<file path="config.mk">
export PLATFORM = sky130hd
export DESIGN_NAME = gate_test_sequencer
export DESIGN_NICKNAME = d
export VERILOG_FILES = /design/src/rtl/gate_test_sequencer.sv
export SDC_FILE = /design/constraint.sdc
export NUM_CORES = 1
export LEC_CHECK = 0
export BUFFER_PORTS_ARGS = -buffer_cell sky130_fd_sc_hd__buf_2
export CORE_UTILIZATION = 56
export DETAILED_ROUTE_END_ITERATION = 8
export PLACE_DENSITY = 0.77
export SKIP_LAST_GASP = 1
export SYNTH_ARGS = -nofsm -noshare
export SYNTH_HDL_FRONTEND = slang
export SYNTH_SLANG_ARGS = --single-unit
</file>
<file path="constraint.sdc">
create_clock -name clk -period 2.49 [get_ports clk]
set_input_delay 0.1245 -clock clk [delete_from_list [all_inputs] [get_ports clk]]
set_output_delay 0.1245 -clock clk [all_outputs]
set_load 0.03 [all_outputs]
</file>
<file path="src/rtl/gate_test_sequencer.sv">
// Steps a 2-input gate through all four input vectors and checks its output against a truth table.
// Latency: done pulses 4*(HOLD_CYCLES+1) cycles after start; a run is cancelled by abort or reset.
module gate_test_sequencer #(
    parameter int unsigned HOLD_CYCLES = 4,
    parameter logic [3:0]  EXPECT_TT   = 4'b1000
) (
    input  logic       clk,
    input  logic       rst_n,
    input  logic       start,
    input  logic       abort,
    output logic       a,
    output logic       b,
    input  logic       y,
    output logic       busy,
    output logic       done,
    output logic       pass,
    output logic [2:0] err_count,
    output logic [3:0] fail_vec
);

    typedef enum logic [1:0] {IDLE, DRIVE, SAMPLE, DONE} state_t;

    localparam logic [7:0] HOLD_LAST = 8'(HOLD_CYCLES - 1);

    state_t     state, state_n;
    logic [1:0] idx, idx_n;
    logic [7:0] hold_cnt, hold_cnt_n;
    logic       a_n, b_n, busy_n, done_n, pass_n;
    logic [2:0] err_n;
    logic [3:0] fail_n;

    always_comb begin
        state_n    = state;
        idx_n      = idx;
        hold_cnt_n = hold_cnt;
        a_n        = a;
        b_n        = b;
        busy_n     = busy;
        done_n     = 1'b0;
        pass_n     = pass;
        err_n      = err_count;
        fail_n     = fail_vec;

        case (state)
            IDLE: begin
                if (start) begin
                    state_n    = DRIVE;
                    idx_n      = 2'd0;
                    hold_cnt_n = 8'd0;
                    a_n        = 1'b0;
                    b_n        = 1'b0;
                    busy_n     = 1'b1;
                    pass_n     = 1'b0;
                    err_n      = 3'd0;
                    fail_n     = 4'd0;
                end
            end
            DRIVE: begin
                if (abort) begin
                    state_n = IDLE;
                    a_n     = 1'b0;
                    b_n     = 1'b0;
                    busy_n  = 1'b0;
                    pass_n  = 1'b0;
                end else if (hold_cnt == HOLD_LAST) begin
                    state_n = SAMPLE;
                end else begin
                    hold_cnt_n = hold_cnt + 8'd1;
                end
            end
            SAMPLE: begin
                // abort wins: the vector being sampled is not scored
                if (abort) begin
                    state_n = IDLE;
                    a_n     = 1'b0;
                    b_n     = 1'b0;
                    busy_n  = 1'b0;
                    pass_n  = 1'b0;
                end else begin
                    if (y != EXPECT_TT[idx]) begin
                        fail_n[idx] = 1'b1;
                        if (err_count < 3'd4)
                            err_n = err_count + 3'd1;
                    end
                    if (idx == 2'd3) begin
                        state_n = DONE;
                        a_n     = 1'b0;
                        b_n     = 1'b0;
                        busy_n  = 1'b0;
                        done_n  = 1'b1;
                        pass_n  = (err_n == 3'd0);
                    end else begin
                        state_n    = DRIVE;
                        idx_n      = idx + 2'd1;
                        hold_cnt_n = 8'd0;
                        {a_n, b_n} = idx + 2'd1;
                    end
                end
            end
            DONE: begin
                state_n = IDLE;
            end
            default: begin
                state_n = IDLE;
            end
        endcase
    end

    always_ff @(posedge clk or negedge rst_n) begin
        if (!rst_n) begin
            state     <= IDLE;
            idx       <= 2'd0;
            hold_cnt  <= 8'd0;
            a         <= 1'b0;
            b         <= 1'b0;
            busy      <= 1'b0;
            done      <= 1'b0;
            pass      <= 1'b0;
            err_count <= 3'd0;
            fail_vec  <= 4'd0;
        end else begin
            state     <= state_n;
            idx       <= idx_n;
            hold_cnt  <= hold_cnt_n;
            a         <= a_n;
            b         <= b_n;
            busy      <= busy_n;
            done      <= done_n;
            pass      <= pass_n;
            err_count <= err_n;
            fail_vec  <= fail_n;
        end
    end

endmodule
</file>
# After elaboration in Yosys (flattened, before gate mapping)
# Index checks and enable logic that the tools add are counted.
op_classes:
  muxes: 49
  order_cmp: 3
  reduce_logical: 12
  n_eq_ne: 15
  bitwise: 1
  n_addsub: 3
op_table:
  columns: ["cell", "count"]
  rows:
  - ["8-bit 2-to-1 mux", 5]
  - ["8-bit one-hot mux with 3 select lines", 1]
  - ["3-bit 2-to-1 mux", 6]
  - ["1-bit 2-to-1 mux", 16]
  - ["2-bit 2-to-1 mux", 8]
  - ["2-bit != test (second input constant)", 7]
  - ["4-bit 2-to-1 mux", 3]
  - ["1-bit one-hot mux with 3 select lines", 4]
  - ["4-bit AND reduction", 3]
  - ["8-bit by 1-bit adder with 8-bit output (second input constant)", 1]
  - ["8-bit by 2-bit == test with 1-bit output (second input constant)", 1]
  - ["2-bit one-hot mux with 4 select lines", 1]
  - ["4-bit one-hot mux with 2 select lines", 1]
  - ["2-bit == test (second input constant)", 3]
  - ["3-bit != test (second input constant)", 2]
  - ["3-bit one-hot mux with 2 select lines", 1]
  - ["3-bit AND reduction", 2]
  - ["6-bit AND reduction", 1]
  - ["4-bit bitwise OR", 1]
  - ["2-bit one-hot mux with 2 select lines", 1]
  - ["3-bit by 1-bit adder with 3-bit output (second input constant)", 1]
  - ["3-bit logical NOT", 1]
  - ["2-bit by 3-bit < comparator with 1-bit output (second input constant)", 1]
  - ["3-bit < comparator (second input constant)", 1]
  - ["other kinds (11)", 11]
totals:
  wordCells: 93
  register_bits: 24
  out_inout_bits: 12
  in_bits: 5

# Depth between registers and ports, before layout
depth:
  depth_word: 10
  ltp_mapped: 8
  ltp_nobuf: 6

# Worst setup path before layout
# OpenSTA, ideal clock, no wires.
synth_timing:
  kind: "register -> register"
  startpoint: "reg state[0]"
  endpoint: "reg hold_cnt[6]"
  stages_incl_launch_ff: 9
  period_less_slack_ps: 2019
  n_path_buf: 2
  setup_ps: 92
  path_slack_ps: 471
  arrival_time_ps: 1927
  required_ps: 2398
  cell_sequence: "dfrtp_1 > inv_1 > ha_1 > nor2b_1 > buf_6 > or3_1 > buf_2 > or3_1 > o31ai_2"
synth_via:
  elab_chain_cells: 3
  elab_cells_between_ends: 11
  classes_between: "7 x eq/ne; 1 x mux; 3 x reduce/logical"
synth_lines:
  columns: ["item", "line", "text"]
  rows:
  - ["from (decl)", "25", "state_t state, state_n;"]
  - ["from (signal assigned)", "122", "state <= state_n;"]
  - ["2-bit == test, or another cell as far along", "44", "case (state)"]
  - ["2-bit != test (no line) or 3-bit nonzero test (tied branches)", null, null]
  - ["6-bit AND reduction (no line)", null, null]
  - ["to (signal assigned)", "124", "hold_cnt <= hold_cnt_n;"]
  - ["to (decl)", "27", "logic [7:0] hold_cnt, hold_cnt_n;"]
# Parallel ways exist; a longest one is shown, timed or not.
# A chain may end at the register's enable or synchronous reset.

# Final worst setup path
layout_timing:
  startpoint: "reg state[0]"
  endpoint: "reg err_count[0]"
layout_via:
  elab_chain_cells: 3
  elab_cells_between_ends: 7
  classes_between: "3 x eq/ne; 1 x mux; 3 x reduce/logical"
layout_lines:
  columns: ["item", "line", "text"]
  rows:
  - ["2-bit == test or 2-bit logical NOT (tied branches)", "44", null]
  - ["2-bit != test (no line) or 2-bit nonzero test (tied branches)", null, null]
  - ["3-bit AND reduction (no line)", null, null]
  - ["to (signal assigned)", "130", "err_count <= err_n;"]
  - ["to (decl)", "17", "output logic [2:0] err_count,"]
# Parallel ways exist; a longest one is shown, timed or not.

==> flow_summary.ini <==
[timing]
fin_skew_ns = 0.00108
maxSlewViolCount = 0
max_freq_ghz = 0.458
setup_slack_ns = 0.305
worst_pin_slew_ns = 0.717
hold_viol = 0
grt_setup_unrepaired = no
fin_crit_sh = 0.878
setup_viol = 0
period_minus_slack_ns = 2.18
setup_tns_ns = 0
maxSlewHeadroom = 0.522
hold_ws_ns = 0.143

[critical_path]
crit_path_end_kind = flip-flop
crit_type = flip-flop to flip-flop
max_stage_delay_ns = 0.59
worstRegToRegCells = 6
crit_chain = inv_1 > ha_1 > nor2b_1 > a21oi_1 > o31ai_1 > mux2_2
start_kind = flip-flop
reg2reg_from = state[0]
path_max_fanout = 9
cp.arrival_ns = 2.39
crit_required_ns = 2.69
r2r-end = err_count[0]
critPathTopFamily = compound AO/OA/AOI/OAI gates
worst-path-buf-inv = 1
r2r_slack_ns = 0.31
cp_slowest_cell = a21oi_1

[clock_network]
cts-root-buf = clkbuf_4
cts_resized = 0
cts.htree.levels = 1
cts_tree = built
clock-sinks = 24
clockBufferDepth = 2
clock_latency_ns = 0.30
cts_buffers = 3
postCtsSetupRepairBufs = 0
path_clk_slew_ns = 0.12

[finish]
area_growth_pct = 9.12
final.fill_count = 179
fin_nets = 178
drive_gt1_frac = 0.143
design_area_sq_um = 1510
multiInputGateArea_sq_um = 714
diodes = 0
seqCellArea_sq_um = 601

[drt]
vias_per_cell = 5.89
dr.pass1.iters = 4
wire_per_inst_microns = 14.1
detail-route-antenna-nets = 0
wl_mm = 2.66
drcViolationCount = 0
num_vias = 1113
drtIter0Drc = 27

[floorplan]
die_w_microns = 51.7
pin_count = 17
die_y_microns = 51.7
initial_core_util = 0.609
fp-row-count = 17
fp.dieArea_sq_um = 2680
core-area_sq_um = 2280

[synth]
ys_seq_area_frac = 0.434
synth_nets = 159
ys.flop_type = dfrtp_1
async_flop_share = 1.00
synthTopCellsByCount = dfrtp_1, nor2_1, ha_1, nand2_1, inv_1
netlist_top_cells_area = dfrtp_1, ha_1, a31oi_1
yosysMostFrequentCell = dfrtp_1
netlist_instances = 144
ys_types = 38
synth-edff-count = 0
yosys_warnings = 0
syn_area_per_cell_sq_um = 9.62
synth-seq-cells = 24
yosysTopAreaCellShare = 0.434
synth_top_area_cell = dfrtp_1
netlist_area_sq_um = 1390

[place]
gp_congestion = 0.815
place_hpwl_mm = 1.94
placement.cell_area_sq_um = 1480
io_buffers = 16
place_ws_ns = 0.386

[power]
seqPwrFrac = 0.447
p_int_uw = 632
power.switching_uw = 413
peakVddDrop_mv = 0.571
combPwrFrac = 0.397
power_density_nw_per_um2 = 691
clock_power_share = 0.155
power_mw = 1.04
leakagePower_nw = 0.751
switching_share = 0.395

[grt]
grt_pass1_wl_mm = 4.69
overflow = 0
antenna_found_initial = 0
grt_pass1_vias = 1077
grt_usage = 0.236
grt_max_degree = 25

[hold_path]
hold-path-endpoint = state[1]
hp-class = input port to flip-flop
hp-start = abort
whs_path_depth = 2

[flow_run]
maxCapViolCount = 0

[outcome]
status = completed
[layer usage]
metal  wire length [microns]  GRT usage
met1                    1420      0.331
met2                    1110      0.364
met3                      97     0.0263
met4                      34      0.113
met5                       0          0
[worst register-to-register path, stage by stage, from the launching register on]
cell     delay [ns]
dfrtp_1        0.42
inv_1          0.08
ha_1           0.24
nor2b_1        0.23
a21oi_1        0.60
o31ai_1        0.20
mux2_2         0.31
[power groups by stage]
| stage | Sequential [mW] | Clock, mW | Combinational, mW |
|---|---|---|---|
| 2_1_floorplan | 0.502 | 0 | 0.289 |
| 3_5_place_dp | 0.474 | 0 | 0.409 |
| 5_1_grt | 0.473 | 0.189 | 0.471 |
| 3_3_place_gp | 0.471 | 0 | 0.398 |
| 6_report | 0.467 | 0.162 | 0.415 |
| 4_1_cts | 0.466 | 0.173 | 0.411 |
[placed cells by master, fill, tap and decap left out, types with 2 or more instances in the layout]
master / instances
o211ai_1: 2
nand2b_1: 3
inv_1: 9
a31oi_1: 8
o31ai_1: 3
mux2i_1: 3
and3_1: 3
buf_4: 2
nor2b_1: 5
or3_1: 2
dfrtp_1: 24
nand2_1: 10
buf_2: 16
clkbuf_4: 3
o21a_1: 2
a21oi_1: 5
nand4b_1: 2
and2_1: 3
nor2_1: 13
o21ai_1: 6
a32o_1: 2
nand3_1: 6
nor3_1: 4
ha_1: 10
[sequential cells by signal, indices dropped and copies added (netlist names), 2 cells and up]
name,count
idx,2
fail_vec,4
state,2
hold_cnt,8
err_count,3
[stage by stage]
stage,util,std cells
after floorplan,-,144
after global placement,0.650,185
after detailed placement,0.650,185
after CTS,0.664,189
after global routing,0.664,189
final,0.664,189
[kinds of logic after synthesis]
logic type / count (synthesis) / share of synthesized area
simple gates: 55 / 0.206
xor+xnor: 1 / 0.00632
buf+inv: 14 / 0.0506
fa+ha+maj: 10 / 0.0903
flops: 24 / 0.434
mux: 5 / 0.0379
compound gates: 35 / 0.175
[final cells by class]
type | instances | share of cell area
Sequential cell | 24 | 0.397
Tap cell | 28 | 0.0232
Inverter | 9 | 0.0224
Clock buffer | 3 | 0.0149
Timing Repair Buffer | 19 | 0.0695
Multi-Input combinational cell | 106 | 0.473
[worst max-delay path by stage]
stage	start	endpoint	slack, ns	cells after the start
detailed placement	state[0]	hold_cnt[6]	0.39	6
finish	state[0]	err_count[0]	0.31	6
global route	state[0]	hold_cnt[6]	0.19	6
global placement	state[0]	hold_cnt[6]	0.45	6
floorplan	state[0]	hold_cnt[6]	0.47	8
CTS	state[0]	hold_cnt[6]	0.37	6
[repair_timing]
item                       CTS  global route
setup endpoints to repair    0             0
hold endpoints to repair    24             0
hold buffers                 1             0
(Power assumes the default switching activity.)
